[config.mk]
export PLATFORM = sky130hd
export DESIGN_NAME = serial_addsub_flat
export DESIGN_NICKNAME = d
export VERILOG_FILES = /design/src/rtl/serial_arith_pkg.sv /design/src/rtl/serial_addsub_if.sv /design/src/rtl/addsub_bit.sv /design/src/rtl/serial_addsub.sv /design/src/flat_wrapper.sv
export SDC_FILE = /design/constraint.sdc
export NUM_CORES = 1
export LEC_CHECK = 0
export ABC_CLOCK_PERIOD_IN_PS = 1500
export CAP_MARGIN = 30
export CELL_PAD_IN_SITES_DETAIL_PLACEMENT = 1
export CELL_PAD_IN_SITES_GLOBAL_PLACEMENT = 2
export CORE_MARGIN = 2
export CORE_UTILIZATION = 31
export CTS_CLUSTER_SIZE = 14
export DETAILED_ROUTE_END_ITERATION = 8
export GPL_ROUTABILITY_DRIVEN = 0
export HOLD_SLACK_MARGIN = 0.15
export PLACE_DENSITY_LB_ADDON = 0.2
export SYNTH_ARGS = -nofsm -noshare
export SYNTH_HDL_FRONTEND = slang
export SYNTH_SLANG_ARGS = --single-unit
[constraint.sdc]
create_clock -name clk -period 1.5 [get_ports clk]
set_input_delay 0.3 -clock clk [delete_from_list [all_inputs] [get_ports clk]]
set_output_delay 0.3 -clock clk [all_outputs]
set_load 0.005 [all_outputs]
[src/rtl/serial_arith_pkg.sv]
// -----------------------------------------------------------------------------
// serial_arith_pkg
// Shared definitions for the bit-serial adder/subtractor.
//   WIDTH_DEF : default operand/result width in bits
//   state_t   : control FSM states (IDLE, RUN, DONE)
// -----------------------------------------------------------------------------
package serial_arith_pkg;

  localparam int WIDTH_DEF = 16;

  typedef enum logic [1:0] {
    IDLE = 2'd0,
    RUN  = 2'd1,
    DONE = 2'd2
  } state_t;

endpackage

[src/rtl/serial_addsub_if.sv]
// -----------------------------------------------------------------------------
// serial_addsub_if
// Operand/result handshake bundle for serial_addsub.
//   Input side : in_valid, in_ready, op_sub, a, b
//   Output side: out_valid, out_ready, result, carry_out, overflow
// Handshake rule (both sides): a transfer happens on a rising clk edge where
// valid && ready; the producer holds its payload stable while valid is high
// and ready is low, and ready never depends combinationally on valid.
//   master : the producer of operands / consumer of results
//   slave  : the arithmetic block
// -----------------------------------------------------------------------------
interface serial_addsub_if
  import serial_arith_pkg::*;
#(
  parameter int WIDTH = WIDTH_DEF
) ();

  logic             in_valid;
  logic             in_ready;
  logic             op_sub;
  logic [WIDTH-1:0] a;
  logic [WIDTH-1:0] b;
  logic             out_valid;
  logic             out_ready;
  logic [WIDTH-1:0] result;
  logic             carry_out;
  logic             overflow;

  modport master (
    output in_valid, op_sub, a, b, out_ready,
    input  in_ready, out_valid, result, carry_out, overflow
  );

  modport slave (
    input  in_valid, op_sub, a, b, out_ready,
    output in_ready, out_valid, result, carry_out, overflow
  );

endinterface

[src/rtl/addsub_bit.sv]
// -----------------------------------------------------------------------------
// addsub_bit
// One-bit full adder with optional inversion of b (subtract = a + ~b + 1,
// the +1 comes from the carry preset).
//   a, b   : operand bits
//   cin    : carry in
//   inv_b  : 1 = use ~b (subtract)
//   s      : sum bit
//   cout   : carry out
// -----------------------------------------------------------------------------
module addsub_bit (
  input  logic a,
  input  logic b,
  input  logic cin,
  input  logic inv_b,
  output logic s,
  output logic cout
);

  logic bx;

  assign bx   = b ^ inv_b;
  assign s    = a ^ bx ^ cin;
  assign cout = (a & bx) | (cin & (a ^ bx));

endmodule

[src/rtl/serial_addsub.sv]
// -----------------------------------------------------------------------------
// serial_addsub
// Bit-serial two's complement adder/subtractor, one bit per clock, LSB first.
//   clk      : clock, rising edge
//   rst_n    : asynchronous active-low reset
//   bus      : serial_addsub_if.slave (operand and result handshakes)
//   state_o  : current FSM state, for debug/observation
// Optional build macro SERIAL_ADDSUB_SAT_EN: saturate the result to the signed
// max/min on overflow (overflow and carry_out still report raw values).
// Without it the result wraps modulo 2^WIDTH.
// Timing: accept edge, then WIDTH RUN cycles; out_valid rises on the WIDTH-th
// edge after accept. Minimum initiation interval is WIDTH+2 cycles.
// -----------------------------------------------------------------------------
module serial_addsub
  import serial_arith_pkg::*;
#(
  parameter int WIDTH = WIDTH_DEF
) (
  input  logic             clk,
  input  logic             rst_n,
  serial_addsub_if.slave   bus,
  output state_t           state_o
);

  localparam int             CW       = $clog2(WIDTH + 1);
  localparam logic [CW-1:0]  LAST_BIT = CW'(WIDTH - 1);

  state_t           state_q, state_d;
  logic [CW-1:0]    cnt_q,   cnt_d;
  logic [WIDTH-1:0] a_q,     a_d;
  logic [WIDTH-1:0] b_q,     b_d;
  logic             op_q,    op_d;
  logic             carry_q, carry_d;
  logic [WIDTH-1:0] res_q,   res_d;
  logic             cout_q,  cout_d;
  logic             ovf_q,   ovf_d;

  logic             bit_s;
  logic             bit_cout;

  // Operands rotate right each RUN cycle, so bit 0 is always the bit being
  // processed; on the last RUN cycle bit 0 holds the original MSB.
  addsub_bit u_bit (
    .a     (a_q[0]),
    .b     (b_q[0]),
    .cin   (carry_q),
    .inv_b (op_q),
    .s     (bit_s),
    .cout  (bit_cout)
  );

  always_comb begin
    state_d = state_q;
    cnt_d   = cnt_q;
    a_d     = a_q;
    b_d     = b_q;
    op_d    = op_q;
    carry_d = carry_q;
    res_d   = res_q;
    cout_d  = cout_q;
    ovf_d   = ovf_q;

    case (state_q)
      IDLE: begin
        // in_ready is 1 throughout IDLE, so in_valid alone is an accept.
        if (bus.in_valid) begin
          a_d     = bus.a;
          b_d     = bus.b;
          op_d    = bus.op_sub;
          cnt_d   = '0;
          carry_d = bus.op_sub;
          state_d = RUN;
        end
      end

      RUN: begin
        a_d     = {a_q[0], a_q[WIDTH-1:1]};
        b_d     = {b_q[0], b_q[WIDTH-1:1]};
        res_d   = {bit_s, res_q[WIDTH-1:1]};
        carry_d = bit_cout;
        cnt_d   = cnt_q + CW'(1);
        if (cnt_q == LAST_BIT) begin
          // carry_q is the carry into the MSB here.
          state_d = DONE;
          cout_d  = bit_cout;
          ovf_d   = carry_q ^ bit_cout;
`ifdef SERIAL_ADDSUB_SAT_EN
          if (carry_q ^ bit_cout) begin
            res_d = a_q[0] ? {1'b1, {(WIDTH-1){1'b0}}}
                           : {1'b0, {(WIDTH-1){1'b1}}};
          end
`endif
        end
      end

      DONE: begin
        if (bus.out_ready) begin
          state_d = IDLE;
        end
      end

      default: begin
        state_d = IDLE;
      end
    endcase
  end

  always_ff @(posedge clk or negedge rst_n) begin
    if (!rst_n) begin
      state_q <= IDLE;
      cnt_q   <= '0;
      a_q     <= '0;
      b_q     <= '0;
      op_q    <= 1'b0;
      carry_q <= 1'b0;
      res_q   <= '0;
      cout_q  <= 1'b0;
      ovf_q   <= 1'b0;
    end else begin
      state_q <= state_d;
      cnt_q   <= cnt_d;
      a_q     <= a_d;
      b_q     <= b_d;
      op_q    <= op_d;
      carry_q <= carry_d;
      res_q   <= res_d;
      cout_q  <= cout_d;
      ovf_q   <= ovf_d;
    end
  end

  assign bus.in_ready  = (state_q == IDLE);
  assign bus.out_valid = (state_q == DONE);
  assign bus.result    = res_q;
  assign bus.carry_out = cout_q;
  assign bus.overflow  = ovf_q;
  assign state_o       = state_q;

endmodule

[src/flat_wrapper.sv]
// flat-port wrapper written by rule: the top's interface ports become plain ports
module serial_addsub_flat import serial_arith_pkg::*;
#(
  parameter int WIDTH = WIDTH_DEF
)
  (clk, rst_n, state_o, bus_in_valid, bus_op_sub, bus_a, bus_b, bus_out_ready, bus_in_ready, bus_out_valid, bus_result, bus_carry_out, bus_overflow);
  serial_addsub_if #(.WIDTH(WIDTH)) bus_i ();
  input  logic clk;
  input  logic rst_n;
  output state_t state_o;
  input wire logic [$bits(bus_i.in_valid)-1:0] bus_in_valid;
  input wire logic [$bits(bus_i.op_sub)-1:0] bus_op_sub;
  input wire logic [$bits(bus_i.a)-1:0] bus_a;
  input wire logic [$bits(bus_i.b)-1:0] bus_b;
  input wire logic [$bits(bus_i.out_ready)-1:0] bus_out_ready;
  output wire logic [$bits(bus_i.in_ready)-1:0] bus_in_ready;
  output wire logic [$bits(bus_i.out_valid)-1:0] bus_out_valid;
  output wire logic [$bits(bus_i.result)-1:0] bus_result;
  output wire logic [$bits(bus_i.carry_out)-1:0] bus_carry_out;
  output wire logic [$bits(bus_i.overflow)-1:0] bus_overflow;
  assign bus_i.in_valid = bus_in_valid;
  assign bus_i.op_sub = bus_op_sub;
  assign bus_i.a = bus_a;
  assign bus_i.b = bus_b;
  assign bus_i.out_ready = bus_out_ready;
  assign bus_in_ready = bus_i.in_ready;
  assign bus_out_valid = bus_i.out_valid;
  assign bus_result = bus_i.result;
  assign bus_carry_out = bus_i.carry_out;
  assign bus_overflow = bus_i.overflow;
  serial_addsub #(.WIDTH(WIDTH)) u_core (.clk(clk), .rst_n(rst_n), .bus(bus_i), .state_o(state_o));
endmodule
==> results of run 1 <==
-- Yosys cell counts, types with 2 or more instances --
library cell / number / area (um^2)
a22oi_1: 32 / 240
buf_4: 4 / 30.0
buf_2: 7 / 35.0
a2bb2oi_1: 3 / 26.3
ha_1: 2 / 25.0
a21oi_1: 32 / 160
clkbuf_1: 9 / 33.8
and2b_1: 3 / 22.5
dfrtp_1: 59 / 1480
nand2b_1: 2 / 12.5
inv_1: 4 / 15.0
nand2_1: 50 / 188
a22o_1: 2 / 17.5
nor2b_1: 31 / 194
o21ai_1: 32 / 160
o21ai_0: 6 / 30.0
nor2_1: 2 / 7.51
-- sequential cells by signal (all words and copies together), names as in the netlist --
name	cells
u_core.op_q	1
u_core.bus.overflow	1
u_core.cnt_q	5
u_core.carry_q	1
u_core.a_q	16
u_core.b_q	16
u_core.bus.result	16
u_core.bus.carry_out	1
u_core.state_o	2
-- power by group through the flow --
stage | logic [uW] | registers [uW] | clock network, uW
floorplan | 1920 | 2780 | 0
global placement | 3120 | 2880 | 0
detailed placement | 3200 | 2890 | 0
CTS | 3500 | 2810 | 1510
global route | 4160 | 2920 | 1580
finish | 3700 | 2830 | 1460
-- routing by layer --
| metal | global-route usage, % | up-vias | wire, um |
|---|---|---|---|
| li1 | - | 1219 | - |
| met5 | 0 | - | 0 |
| met2 | 26.4 | 49 | 3870 |
| met3 | 4.08 | 4 | 337 |
| met1 | 23.2 | 1289 | 3930 |
| met4 | 4.74 | 0 | 61 |
-- repair_timing --
action,4_1_cts,5_1_grt
pin swaps,1,3
hold buffers,1,0
gates resized for setup,31,14
buffers inserted,22,6
endpoints found under the setup margin,22,38
cloned,0,1
hold endpoints to repair,59,0
-- kinds of logic after synthesis --
group / Yosys count
flops: 59
fa+ha+maj: 3
xor+xnor: 2
mux: 2
compound gates: 111
buf+inv: 27
simple gates: 91
-- area by class of cell --
cell class / count / area, um^2 / share of cell area, %
Clock buffer: 11 / 141 / 3.49
Clock inverter: 5 / 52.6 / 1.30
Inverter: 5 / 18.8 / 0.463
Multi-Input combinational cell: 209 / 1240 / 30.6
Sequential cell: 59 / 1480 / 36.5
Tap cell: 108 / 135 / 3.33
Timing Repair Buffer: 106 / 988 / 24.4
-- worst paths after layout --
check                                                  from                               end  cells after the start
max                           u_core.state_o[0]$_DFFE_PN0P_         u_core.b_q[1]$_DFFE_PN0P_                      6
min                        u_core.bus.result[0]$_DFFE_PN0P_  u_core.bus.result[0]$_DFFE_PN0P_                      2
max reg2reg                   u_core.state_o[0]$_DFFE_PN0P_         u_core.b_q[1]$_DFFE_PN0P_                      6
min reg2reg                u_core.bus.result[0]$_DFFE_PN0P_  u_core.bus.result[0]$_DFFE_PN0P_                      2
max in group asynchronous                             rst_n     u_core.state_o[1]$_DFFE_PN0P_                      3
min in group asynchronous                             rst_n  u_core.bus.result[7]$_DFFE_PN0P_                      3
-- stage by stage --
step                util, %  hold slack, ns  power, uW  cells
floorplan                 -         0.00441       4700    295
CTS                    45.0           0.488       7820    496
detailed placement     40.9           0.336       6090    457
finish                 46.2           0.478       8000    503
global route           46.2           0.508       8670    503
global placement       40.9           0.345       6000    457
-- worst max-delay path, cell delays in order (launching register included) --
cell,delay [ns]
dfrtp_1,0.42
buf_6,0.13
buf_4,0.14
and2b_4,0.20
buf_12,0.16
a22oi_1,0.18
o21ai_1,0.11
==> reports/qor.txt, run 1 <==
Status: completed
Detailed Place HPWL: 4880 um
Initial antenna violation count: 0
Static Leak: 0.00191 uW
Adder-cell share of the synthesized area: 1.60%
Initial cell density of the core: 32.0%
Drt drc: 0
Final worst-path cycle share: 98.3%
Synth Area in Simple Gates: 15.8%
Fin nets: 430
Clock power share: 18.2%
Via count: 2561
Setup WS pre-CTS: -0.107 ns
Psw: 2900 uW
Setup WS post-layout: 0.0259 ns
Slew HR: 77.4%
Worst endpoint required time: 1.71 ns
Clock sink total: 59
Syn Inst Count: 295
Area grow syn2layout: 44.3%
Most common cell after layout, fill and taps aside: dfrtp_1
Sw Share: 36.3%
Die area: 0.00983 mm^2
Post-place instance area: 0.00358 mm^2
Cell area power density: 1970 mW/mm^2
Largest family of logic cells by synthesized area: compound AO/OA/AOI/OAI gates
Vias in the first global route: 2636
Detailed Route WL: 8200 um
Core area: 0.00876 mm^2
Setup violators final: 0
Port-buffer cells: 58
Gate power share: 46.3%
Worst VDD drop: 962 uV
Most frequent cells in the layout: dfrtp_1 (58), nand2_1 (50), buf_4 (39), clkdlybuf4s50_1 (35), o21ai_1 (34)
GR Util All Layers: 16.8%
Grt ovf: 0
Syn_area_per_cell: 9.52 um^2
Detail Route Antenna Nets: 0
Post-synth top flop: dfrtp_1
Number of max-cap violations: 0
Post-synthesis mux area share: 0.936%
DR pass1 iterations: 4
R2R Setup Slk: 0.03 ns
Minimum clock period: 1.47 ns
Clock Path Buffers: 2
CTS buffer count: 9
Netlist cell types: 32
N_diodes: 0
Die width: 99.2 um
Initial DRC Count: 91
Critical Path Source Type: flip-flop
Crit end category: flip-flop
Die Span Y: 99.2 um
Post-synth EDFFs: 0
Post-Layout Inst Area: 0.00405 mm^2
Synth Area in Compound Gates: 23.8%
Final hold vios: 0
Internal: 5100 uW
Crit path kind: flip-flop to flip-flop
Final TNS setup: 0 ns
Count of state elements after synthesis: 59
Final Max Slew Viols: 0
# rows: 34
Slew @ Worst Pin: 0.339 ns
Fmax: 678 MHz
CTS H-tree lvls: 3
Worst Hold Class: flip-flop to flip-flop
Clk slew on worst S/H paths: 0.07 ns
Synth warn: 0
Post-Syn Nets: 335
Sequential area share after synthesis: 52.6%
First-pass GRT wire length: 13100 um
RSZ-0062 raised after global routing: yes
Mapped Area: 0.00281 mm^2
Seq pwr share: 35.4%
CTS tree: built
Clk Latency, worst-skew pair: 0.34 ns
Post-synth ARST share: 100%
Worst-path fanout max: 20
Maximum number of pins on one net before global-route repair: 60
Drt wl/cell: 16.3 um
CP arrival: 1.68 ns
FILL cells: 1014
Ports: 59
CTS Root Cell: clkbuf_8
Vias per std cell: 5.09
Layout Skew: 0.0140 ns
Share of layout cells above drive strength 1: 20.3%
XOR/XNOR share of the synthesized area: 0.624%
Power figures use the tool's default switching activity.
==> run 2: changes to the inputs <==
--- a/config.mk
+++ b/config.mk
@@ -10,7 +10,7 @@
 export CELL_PAD_IN_SITES_DETAIL_PLACEMENT = 1
 export CELL_PAD_IN_SITES_GLOBAL_PLACEMENT = 2
 export CORE_MARGIN = 2
-export CORE_UTILIZATION = 31
+export CORE_UTILIZATION = 30
 export CTS_CLUSTER_SIZE = 14
 export DETAILED_ROUTE_END_ITERATION = 8
 export GPL_ROUTABILITY_DRIVEN = 0
@@ -18,4 +18,5 @@
 export PLACE_DENSITY_LB_ADDON = 0.2
 export SYNTH_ARGS = -nofsm -noshare
 export SYNTH_HDL_FRONTEND = slang
+export SYNTH_HIERARCHICAL = 1
 export SYNTH_SLANG_ARGS = --single-unit
==> constraint.sdc (replaced) <==
create_clock -name clk -period 1.5 [get_ports clk]
set_input_delay 0.3 -clock clk [delete_from_list [all_inputs] [get_ports clk]]
set_output_delay 0.3 -clock clk [all_outputs]
set_load 0.01 [all_outputs]
==> reports/qor.txt, run 2 <==
Status: finished, violations left (was completed)
Failing checks: setup timing
Synth warn: 6 (was 0)
Count of state elements after synthesis: 59 (unchanged)
Sequential area share after synthesis: 55.3% (was 52.6%)
Syn_area_per_cell: 9.54 um^2 (was 9.52 um^2)
Fin nets: 405 (was 430)
Layout Skew: 0.00686 ns (was 0.0140 ns)
N_diodes: 0 (unchanged)
Worst VDD drop: 785 uV (was 962 uV)
# rows: 34 (unchanged)
Post-place instance area: 0.00357 mm^2 (was 0.00358 mm^2)
Post-synth EDFFs: 0 (unchanged)
Minimum clock period: 1.50 ns (was 1.47 ns)
Setup violators final: 1 (was 0)
Vias per std cell: 4.86 (was 5.09)
Worst path max stage delay: 0.44 ns (was 0.42 ns)
Clk slew on worst S/H paths: 0.07 ns (about the same)
Crit path kind: flip-flop to flip-flop (unchanged)
Commonest cells post-synth: nand2_1 (73), dfrtp_1 (59), a22oi_1 (32), o21ai_0 (32), a21oi_1 (14) (was dfrtp_1 (59), nand2_1 (50), a21oi_1 (32), a22oi_1 (32), o21ai_1 (32))
CTS H-tree lvls: 3 (unchanged)
Most frequent cells in the layout: nand2_1 (72), dfrtp_1 (58), clkdlybuf4s50_1 (35), a22oi_1 (26), buf_4 (24) (was dfrtp_1 (58), nand2_1 (50), buf_4 (39), clkdlybuf4s50_1 (35), o21ai_1 (34))
Port-buffer cells: 58 (unchanged)
Critical Path Source Type: flip-flop (unchanged)
Initial antenna violation count: 0 (unchanged)
Detailed Route WL: 7390 um (was 8200 um)
Non-filler cells, final: 478 (was 503)
Seq pwr share: 37.9% (was 35.4%)
Most common cell in the netlist: nand2_1 (was dfrtp_1)
Grt ovf: 0 (unchanged)
Via count: 2324 (was 2561)
Internal: 4720 uW (was 5100 uW)
Post-synth ARST share: 100% (unchanged)
Area grow syn2layout: 46.2% (was 44.3%)
Die width: 98.3 um (was 99.2 um)
Top post-synthesis cells by area: dfrtp_1 (55%), nand2_1 (10%), a22oi_1 (9.0%) (was dfrtp_1 (53%), a22oi_1 (8.6%), nor2b_1 (6.9%))
Cell area power density: 1910 mW/mm^2 (was 1970 mW/mm^2)
Initial DRC Count: 101 (was 91)
Setup WS post-layout: -0.000405 ns (was 0.0259 ns)
CP cell instances: buf_6, buf_8, and2b_2, nor2b_4, mux2_4 (was buf_6, buf_4, and2b_4, buf_12, a22oi_1, o21ai_1)
CP arrival: 1.72 ns (was 1.68 ns)
Static Leak: 0.00179 uW (was 0.00191 uW)
Psw: 2730 uW (was 2900 uW)
Share of layout cells above drive strength 1: 20.3% (about the same)
Vias in the first global route: 2443 (was 2636)
DR pass1 iterations: 4 (unchanged)
CTS Root Cell: clkbuf_8 (unchanged)
CTS tree: built (unchanged)
Clk Latency, worst-skew pair: 0.34 ns (about the same)
Initial cell density of the core: 30.8% (was 32.0%)
Final Max Slew Viols: 0 (unchanged)
Worst-path fanout max: 8 (was 20)
Die area: 0.00967 mm^2 (was 0.00983 mm^2)
FILL cells: 1030 (was 1014)
Gate power share: 42.7% (was 46.3%)
R2R Setup Slk: -0.0004 ns (was 0.03 ns)
Maximum number of pins on one net before global-route repair: 34 (was 60)
Crit end category: flip-flop (unchanged)
Die Span Y: 98.3 um (was 99.2 um)
CTS buffer count: 9 (unchanged)
Drt wl/cell: 15.5 um (was 16.3 um)
Sw Share: 36.6% (was 36.3%)
Core area: 0.00868 mm^2 (was 0.00876 mm^2)
Post-synth top flop: dfrtp_1 (unchanged)
Slew @ Worst Pin: 0.412 ns (was 0.339 ns)
Placed cells: 455 (was 457)
Most common cell after layout, fill and taps aside: nand2_1 (was dfrtp_1)
Worst endpoint required time: 1.72 ns (was 1.71 ns)
Syn Inst Count: 280 (was 295)
Detailed Place HPWL: 5300 um (was 4880 um)
Yosys top cell area share: 55.3% (was 52.6%)
Number of max-cap violations: 0 (unchanged)
Clock sink total: 59 (unchanged)
Final hold vios: 0 (unchanged)
Slew HR: 72.5% (was 77.4%)
Slowest stage cell on the critical path: dfrtp_2 (was dfrtp_1)
First-pass GRT wire length: 12800 um (was 13100 um)
Sequential cell area: 0.00148 mm^2 (unchanged)
Worst Hold Class: input port to async pin (was flip-flop to flip-flop)
Clock power share: 19.4% (was 18.2%)
RSZ-0062 raised after global routing: yes (unchanged)
Detail Route Antenna Nets: 0 (unchanged)
Post-Syn Nets: 320 (was 335)
Area of the multi-input gates: 0.00114 mm^2 (was 0.00124 mm^2)
Mapped Area: 0.00267 mm^2 (was 0.00281 mm^2)
Drt drc: 0 (unchanged)
Area leader, netlist: dfrtp_1 (unchanged)
Final worst-path cycle share: 100% (was 98.3%)
Post-Layout Inst Area: 0.00390 mm^2 (was 0.00405 mm^2)
Fmax: 666 MHz (was 678 MHz)
GR Util All Layers: 16.7% (was 16.8%)
Netlist cell types: 25 (was 32)
Ports: 59 (unchanged)
Clock Path Buffers: 2 (unchanged)
run 2: changes by cell type after synthesis, sizes merged, moves of 2 or more:
cell / before / now
inv: 5 / 7
a2bb2oi: 3 / 0
a21oi: 32 / 14
nand2: 50 / 73
nor2b: 31 / 13
clkbuf: 9 / 6
run 2: path summary, 6_finish.rpt:
| path | from | endpoint | cells after the start |
|---|---|---|---|
| min in group clk | u_core/bus.result[0]$_DFFE_PN0P_ | u_core/bus.result[0]$_DFFE_PN0P_ | 2 |
| worst min register to register | u_core/bus.result[0]$_DFFE_PN0P_ | u_core/bus.result[0]$_DFFE_PN0P_ | 2 |
| worst max register to register | u_core/state_o[1]$_DFFE_PN0P_ | u_core/op_q$_DFFE_PN0P_ | 5 |
| worst min-delay path | rst_n | u_core/bus.result[2]$_DFFE_PN0P_ | 2 |
| worst max-delay path | u_core/state_o[1]$_DFFE_PN0P_ | u_core/op_q$_DFFE_PN0P_ | 5 |
| max in group asynchronous | rst_n | u_core/bus.result[15]$_DFFE_PN0P_ | 3 |
run 2: cells by family (layout without fill, tap and decap cells):
group	count (synthesis)	after routing	synth area share (%)
AO/OA/AOI/OAI	88	88	20.2
adder cells (fa/ha/maj)	3	3	1.69
AND/OR/NAND/NOR	98	98	16.0
XOR/XNOR	2	2	0.656
buffers and inverters	27	117	4.97
multiplexers	3	3	1.27
flip-flops	59	59	55.3
run 2: repair_timing:
item | in CTS | in global routing
pin swaps | 0 | 2
hold endpoints to repair | 15 | 0
resized for setup | 47 | 26
hold buffers | 1 | 0
cloned | 0 | 0
buffers inserted | 2 | 4
setup endpoints to repair | 27 | 37
run 2: through the flow:
step            TNS (ns)  hold WS, ns  total power, uW  util [%]  setup WS, ns
3_5_place_dp       -4.18        0.257             6010      41.1        -0.189
5_1_grt          -0.0869        0.435             8110      45.0       -0.0548
2_1_floorplan          0      0.00441             4460         -        0.0284
3_3_place_gp       -1.27        0.260             5870      41.1        -0.110
6_report       -0.000405        0.419             7450      45.0     -0.000405
4_1_cts         -0.00223        0.420             7420      43.8      -0.00223
run 2: layout make-up:
class	instances	area share, %
multi-input combinational	194	29.3
timing repair buffer	94	23.7
inverter	7	0.673
clock inverter	5	1.35
clock buffer	11	3.62
sequential	59	37.9
tap	108	3.46
run 2: critical path, delay by kind of cell, from the launching register on:
family	cells	cell delay (ns)
AND/OR/NAND/NOR	2	0.37
flip-flops	1	0.44
buffers and inverters	2	0.26
multiplexers	1	0.30
run 2: routing by layer:
layer | global-route usage, % | wire [um]
met4 | 4.00 | 97
met2 | 26.8 | 3590
met5 | 0 | 0
met1 | 22.1 | 3400
met3 | 5.23 | 301
run 2: power groups by stage:
stage / registers, uW / logic [uW] / clock network (uW)
floorplan: 2810 / 1650 / 0
global placement: 2810 / 3050 / 0
detailed placement: 2830 / 3180 / 0
CTS: 2810 / 3110 / 1500
global route: 2940 / 3590 / 1580
finish: 2820 / 3180 / 1450
